==> config.mk <==
export PLATFORM = sky130hd
export DESIGN_NAME = rr_mux_4to1
export DESIGN_NICKNAME = d
export VERILOG_FILES = /design/src/rtl/rr_mux_4to1.sv
export SDC_FILE = /design/constraint.sdc
export NUM_CORES = 1
export LEC_CHECK = 0
export ABC_AREA = 1
export ABC_CLOCK_PERIOD_IN_PS = 2400
export CAP_MARGIN = 10
export CORE_MARGIN = 3
export CORE_UTILIZATION = 40
export DETAILED_ROUTE_END_ITERATION = 6
export GPL_TIMING_DRIVEN = 1
export PLACE_DENSITY = 0.75
export SLEW_MARGIN = 20
export SYNTH_ARGS = -nofsm -noshare
export SYNTH_HDL_FRONTEND = slang
export SYNTH_SLANG_ARGS = --single-unit
export TNS_END_PERCENT = 30
==> constraint.sdc <==
create_clock -name clk -period 2.4 [get_ports clk]
set_input_delay 0.48 -clock clk [delete_from_list [all_inputs] [get_ports clk]]
set_output_delay 0.48 -clock clk [all_outputs]
set_load 0.02 [all_outputs]
==> src/rtl/rr_mux_4to1.sv <==
// Four-channel round-robin merger with registered output and source index.
// Channel k is granted in scan order after the last winner. With GRANT_BEATS>1
// a winner keeps the grant for up to GRANT_BEATS consecutive beats.
module rr_mux_4to1 #(
  parameter int WIDTH       = 8,
  parameter int GRANT_BEATS = 1
) (
  input  logic               clk,
  input  logic               rst,
  input  logic [3:0]         in_valid,
  input  logic [4*WIDTH-1:0] in_data,
  output logic [3:0]         in_ready,
  output logic               out_valid,
  output logic [WIDTH-1:0]   out_data,
  output logic [1:0]         out_sel,
  input  logic               out_ready
);

  localparam int CW = $clog2(GRANT_BEATS + 1);

  typedef enum logic {ARB, LOCK} state_t;

  state_t        state, state_nxt;
  logic [1:0]    last_grant;
  logic [1:0]    lock_ch;
  logic [CW-1:0] beat_cnt;

  logic          load_en;
  logic          lock_hold;
  logic          arb_any;
  logic [1:0]    arb_g;
  logic [1:0]    grant;
  logic          grant_any;
  logic          xfer;
  logic [1:0]    scan_idx;
  logic [WIDTH-1:0] grant_data;

  // Round-robin scan starting just after the previous winner, wrapping 3 -> 0
  always_comb begin
    arb_any  = 1'b0;
    arb_g    = last_grant;
    scan_idx = last_grant;
    for (int i = 1; i <= 4; i++) begin
      scan_idx = last_grant + 2'(i);
      if (!arb_any && in_valid[scan_idx]) begin
        arb_any = 1'b1;
        arb_g   = scan_idx;
      end
    end
  end

  // Grant selection, handshake and next-state; a dropped lock falls back to the scan
  always_comb begin
    load_en   = !out_valid || out_ready;
    lock_hold = (state == LOCK) && in_valid[lock_ch];
    grant     = lock_hold ? lock_ch : arb_g;
    grant_any = lock_hold || arb_any;
    in_ready  = 4'b0000;
    if (!rst && load_en && grant_any)
      in_ready[grant] = 1'b1;
    xfer       = |in_ready;
    grant_data = in_data[grant*WIDTH +: WIDTH];
    state_nxt  = state;
    if (load_en) begin
      if (xfer) begin
        if (lock_hold)
          state_nxt = (beat_cnt + CW'(1) == CW'(GRANT_BEATS)) ? ARB : LOCK;
        else
          state_nxt = (GRANT_BEATS > 1) ? LOCK : ARB;
      end else if (state == LOCK) begin
        state_nxt = ARB;
      end
    end
  end

  // Arbitration bookkeeping: winner, lock channel and burst length; held while stalled
  always_ff @(posedge clk) begin
    if (rst) begin
      state      <= ARB;
      last_grant <= 2'd3;
      lock_ch    <= 2'd0;
      beat_cnt   <= '0;
    end else if (load_en) begin
      state <= state_nxt;
      if (xfer) begin
        last_grant <= grant;
        lock_ch    <= grant;
        beat_cnt   <= lock_hold ? beat_cnt + CW'(1) : CW'(1);
      end
    end
  end

  // Output register: load on transfer, empty on idle load, hold under backpressure
  always_ff @(posedge clk) begin
    if (rst) begin
      out_valid <= 1'b0;
      out_data  <= '0;
      out_sel   <= 2'd0;
    end else if (load_en) begin
      out_valid <= xfer;
      if (xfer) begin
        out_data <= grant_data;
        out_sel  <= grant;
      end
    end
  end

endmodule
After elaboration in Yosys (flattened, before gate mapping)
Cells that the tools add are included.
- register bits: 15
- bits in latches: 0
- memory bits (writable): 0
- ROM bits: 0
- input port bits: 39
- memories kept: 0
- $add $sub $neg: 4
- $mul: 0
- div/mod/pow operators: 0
- $lt $le $gt $ge: 7
- equal/unequal tests: 0
- shift-type cells: 1
- multiplexer cells: 26
- bitwise gates (word level): 0
- reductions and logical operators: 16
- operator list (cell ; number):
    variable part select 32 x 6 -> 8 bit ; 1
    less-than comparator 2 x 3 -> 1 bit, second input constant ; 6
    2-to-1 mux 1 bit ; 14
    binary-select mux 1 bit (select 2 bit) ; 5
    2-to-1 mux 2 bit ; 5
    logical AND 1 bit ; 7
    logical NOT 1 bit ; 5
    adder 2 bit, second input constant ; 2
    2-to-1 mux 4 bit ; 1
    OR reduction 4 bit ; 1
    adder 2 x 1 -> 2 bit, second input constant ; 1
    demux 1 bit (select 2 bit) ; 1
    >= comparator 2 x 1 -> 1 bit, second input constant ; 1
    logical OR 1 bit ; 2
    AND reduction 2 bit ; 1
    adder 1 bit, second input constant ; 1

Longest topological paths before layout
- depth in word-level cells: 21
- gate-level depth with buffers: 17
- depth with buffers taken out: 15

Worst setup path after synthesis
No wires, ideal clock.
- path kind: register to output
- start: register, netlist name out_sel[0]
- end: output port in_ready[2]
- arrival time: 1.990 ns
- data required time: 1.920 ns
- slack: -0.070 ns
- stages on the path, launching flop included: 11
- buffers on the path: 2
- cell sequence: dfxtp_1 > buf_2 > nor2_1 > a21oi_1 > o21ai_1 > nand2_2 > inv_2 > nand2_1 > buf_2 > nand2_2 > nor3_1
- RTL lines (what ; line ; source):
    to (decl) ; 12 ; output logic [3:0] in_ready,

Worst setup path after layout
- start: register last_grant[0]
- end: output port in_ready[1]
- word-level cells in the longest chain between the ends: 19
- elaborated cells between the ends (all ways): 34
- classes of those cells: add/sub: 3; order compare: 2; mux: 20; reduce/logical: 9
- RTL lines (what ; line ; source):
    from (decl) ; 24 ; logic [1:0] last_grant;
    from (signal assigned) ; 86 ; last_grant <= grant;
    adder 2 x 1 -> 2 bit ; 44 ; scan_idx = last_grant + 2'(i);
    binary-select mux 1 bit (select 2 bit) ; 45 ; if (!arb_any && in_valid[scan_idx]) begin
    2-to-1 mux 1 bit (not written as such) ; 45 ;
    2-to-1 mux 1 bit ; 45 ;
    logical NOT 1 bit ; 45 ;
    logical AND 1 bit ; 45 ;
    2-to-1 mux 1 bit ; 45 ;
    logical NOT 1 bit ; 45 ;
    [... 3 more ...] ; -- ;
    logical AND 1 bit ; 45 ;
    2-to-1 mux 2 bit ; 45 ;
    2-to-1 mux 2 bit ; 56 ; grant = lock_hold ? lock_ch : arb_g;
    less-than comparator 2 x 3 -> 1 bit (not written as such) / >= comparator 2 x 1 -> 1 bit (equally long branches) ; 60 ; in_ready[grant] = 1'b1;
    logical AND 1 bit (not written as such) ; 60 ;
    2-to-1 mux 1 bit (not written as such) ; 60 ;
    demux 1 bit (select 2 bit) ; 60 ;
    2-to-1 mux 4 bit (*) ; 59 ; if (!rst && load_en && grant_any)
Mark *: on every way between the ends. The rest lies on a longest branch, timed or not. The select of a mux whose other input is x is not followed.

==> flow_summary.yaml <==
synthesis:
  post_synth_and_or_nand_nor_area_fraction_pct: 56.2
  synth_largest_area_cell: "sky130_fd_sc_hd__dfxtp_1"
  yosysSeqAreaShare_pct: 21.9
  combinational_family_with_the_most_area_after_synthesis: "simple AND/OR/NAND/NOR gates"
  ys_ff_latch: 15
  yosys.area.top_type_share_pct: 21.9
  synthesized_area_fraction_occupied_by_ao_oa_aoi_and_oai_cells_pct: 5.66
  syn_area_mm2: 0.00137
  synthesis.yosys.warnings: 0
  postSynthAreaPerCell_um2: 5.69
  synth.area.top_cells: "sky130_fd_sc_hd__dfxtp_1 22%, sky130_fd_sc_hd__nand3_1 22%, sky130_fd_sc_hd__nand2_1 17%"
  yosys-mux-area-fraction_pct: 0
  synthXorXnorAreaFrac_pct: 0
  post_synth_fa_ha_maj_area_fraction_pct: 0
  postSynthNetCount: 280
  gate_count_after_technology_mapping: 241
  yosys.cell_types.count: 23
setup_path:
  worst_path_max_delay_cell: "sky130_fd_sc_hd__dfxtp_2"
  worst-r2r-setup-slack_ns: 0.37
  crit_type: "flip-flop to output pin"
  worst_setup_path_startpoint: "last_grant[0]"
  critical_path.endpoint_type: "output pin"
  arrival_ns: 1.98
  critical-path-max-stage-delay_ns: 0.37
  crit_path_start_kind: "flip-flop"
  worst_r2r_startpoint: "last_grant[0]"
  timing.critical_path.cells: "buf_6, buf_6, nand2_2, nand3_2, nand2_2, nor2_4, nand4_1, nand3_4, inv_2, nand2_2, nor2_1, buf_4"
  total_number_of_cells_along_the_worst_setup_path: 12
  critical_path.max_fanout: 6
  rr_endpoint: "out_data[3]"
  worst-r2r-cell-count: 14
  critical-path-top-delay-family: "simple AND/OR/NAND/NOR gates"
  critical-path-top-cell-by-count: "sky130_fd_sc_hd__nand2_2"
  endpoint: "in_ready[1]"
  crit_required_ns: 1.92
  worstPathBufferInverterCount: 4
clocking:
  cts.path.max_buffers: 2
  htreeDepth: 1
  clock_tree_from_tritoncts: "yes"
  clk-insertion-delay-late_ns: 0.29
  numCtsBuffers: 3
  clk_root_buffer_cell: "sky130_fd_sc_hd__clkbuf_4"
  clkTransAtPathRegs_ns: 0.09
  clock_sink_count: 15
routing:
  remaining_drc_errors: 0
  wl_met1_um: 1800
  drt_first_iter_violations: 59
  antenna_left: 0
  drt_pre_antenna_iters: 4
  drt_wl_total_um: 4610
  route.top_layer_used: "met4"
  detailroute.wirelength.met3_um: 312
  drt-vias-per-instance: 5.01
  met2_wirelength_um: 2390
  wire_per_inst_um: 12.6
  dr_total_vias: 1828
timing:
  slew_violations: 0
  fmax_mhz: 406
  post-route-min-period_ns: 2.46
  clock_skew_after_layout_ns: 0.00682
  period_share_pct: 103
  hold_viol: 0
  fin_ws_ns: -0.0644
  setup-violations-final: 4
  worst_slew_margin_rel_pct: 83.8
  worst_slew_pin_slew_ns: 0.242
  unrepaired_setup_endpoints_after_global_routing: "true"
outcome:
  outcome: "complete, but fails checks"
  violated_checks: "setup timing"
global_routing:
  grt_usage_pct: 19.8
  grt_pass1_wl_um: 6670
  grt_start_max_net_pins: 22
  antenna_violations_before_repair: 0
  gr-total-overflow: 0
  first_global_vias: 1570
final_layout:
  syn2layout_area_growth_pct: 69.9
  total_area_of_sequential_cells_um2: 305
  finalInstanceArea_mm2: 0.00233
  layout-drive-gt1-share_pct: 27.1
  layout.nets: 361
  multiInputGateArea_um2: 996
  final.fill_count: 278
  antenna-diode-count: 0
die:
  die-width_um: 64.6
  core.rowCount: 20
  initial_core_util_pct: 43.5
  ioPinCount: 54
  core_area_mm2: 0.00315
  die_h_um: 64.6
  die_area_mm2: 0.00417
flow_run:
  drv.max_cap_violation_count: 0
power_and_ir_drop:
  vdd_ir_drop_max_mv: 0.617
  pwr_density_cell_mw_per_mm2: 1100
  cellLeakagePower_nw: 1.18
  totalPowerFinal_w: 0.00256
placement:
  gp_congestion: 0.939
  post-place-ws_ns: -0.721
  portBuffers: 53
  dpl.hpwl_um: 3150
  detailed_place.area_mm2: 0.00207
worst_hold_path:
  hold_crit_class: "flip-flop to flip-flop"
  hold_depth: 2
-- registers in the layout (all words and copies together) (netlist names) --
| signal | cells |
|---|---|
| last_grant | 2 |
| out_valid | 1 |
| out_data | 8 |
| beat_cnt | 1 |
| state | 1 |
| out_sel | 2 |
-- how the worst min path moves through the flow --
stage                     start  slack (ns)     to
final                     state        0.49  state
after global routing      state        0.53  state
after CTS                 state        0.49  state
after detailed placement  state        0.48  state
after global placement    state        0.48  state
after floorplan           state        0.46  state
-- what timing repair did --
item                                    CTS  global route
endpoints found under the setup margin    4             4
setup buffers                             0             9
hold buffers                              0             0
pin swaps                                 0            25
gates resized for setup                  27            47
-- synthesized netlist by cell type --
cell type                  number
sky130_fd_sc_hd__buf_2          4
sky130_fd_sc_hd__nand3_4        1
sky130_fd_sc_hd__buf_6          2
sky130_fd_sc_hd__inv_2          6
sky130_fd_sc_hd__nand2_1       61
sky130_fd_sc_hd__inv_1         33
sky130_fd_sc_hd__nand3_1       59
sky130_fd_sc_hd__o211ai_1       3
sky130_fd_sc_hd__o21ai_1        1
sky130_fd_sc_hd__nand4_1        1
sky130_fd_sc_hd__nor3_2         1
sky130_fd_sc_hd__nor3_1         1
sky130_fd_sc_hd__o21ai_0        3
sky130_fd_sc_hd__a21oi_1        7
sky130_fd_sc_hd__nand2_4        1
sky130_fd_sc_hd__nor2_4         1
sky130_fd_sc_hd__buf_4          4
sky130_fd_sc_hd__nand3_2        4
sky130_fd_sc_hd__clkbuf_1       1
sky130_fd_sc_hd__nor2_1        22
sky130_fd_sc_hd__dfxtp_1       15
sky130_fd_sc_hd__nand2_2        9
sky130_fd_sc_hd__or2_1          1
-- worst min-delay path, delay by kind of cell, from the launching register on --
| family | cells | cell delay [ns] |
|---|---|---|
| AOI/OAI and AO/OA | 1 | 0.05 |
| DFF | 1 | 0.33 |
| and+or+nand+nor | 1 | 0.06 |
-- cells in the final DEF, fill, tap and decap left out, drive strengths merged --
| master | count |
|---|---|
| buf | 38 |
| clkdlybuf4s50 | 45 |
| clkinv | 1 |
| clkdlybuf4s15 | 2 |
| nand2 | 71 |
| o211ai | 3 |
| or2 | 1 |
| nor2 | 23 |
| a21oi | 7 |
| o21ai | 4 |
| dfxtp | 15 |
| clkbuf | 3 |
| dlygate4sd2 | 2 |
| nor3 | 2 |
| inv | 39 |
| nand3 | 64 |
| nand4 | 1 |
-- per-layer routing --
metal | up-vias | global-route usage [%]
met5 | - | 0
li1 | 926 | -
met3 | 13 | 5.55
met2 | 74 | 35.2
met4 | 0 | 3.17
met1 | 815 | 24.0
-- layout make-up --
cell class	count	area share, %
flip-flops and latches	15	13.1
well taps	44	2.36
clock inverters	1	0.215
repair buffers	87	34.0
multi-input cells	176	42.7
clock buffers	3	0.967
inverters	39	6.61
-- power by group --
group	leakage (nW)	switching, W	internal, W
logic	1.04	0.00115	0.000883
clock network	0.0177	0.0000838	0.0000620
registers	0.124	0.0000512	0.000323
total	1.18	0.00129	0.00127
-- cells by family after synthesis --
| logic type | Yosys count |
|---|---|
| AND/OR/NAND/NOR | 162 |
| buffers and inverters | 50 |
| flip-flops | 15 |
| AO/OA/AOI/OAI | 14 |
-- stage by stage --
| step | hold slack [ns] | util, % | TNS [ns] | cells |
|---|---|---|---|---|
| floorplan | 0.455 | - | 0 | 241 |
| global placement | 0.476 | 65.8 | -2.91 | 352 |
| detailed placement | 0.476 | 65.8 | -2.98 | 352 |
| CTS | 0.490 | 66.3 | -0.00998 | 356 |
| global route | 0.532 | 73.9 | -0.601 | 365 |
| finish | 0.485 | 73.9 | -0.227 | 365 |
(Power assumes the default switching activity.)
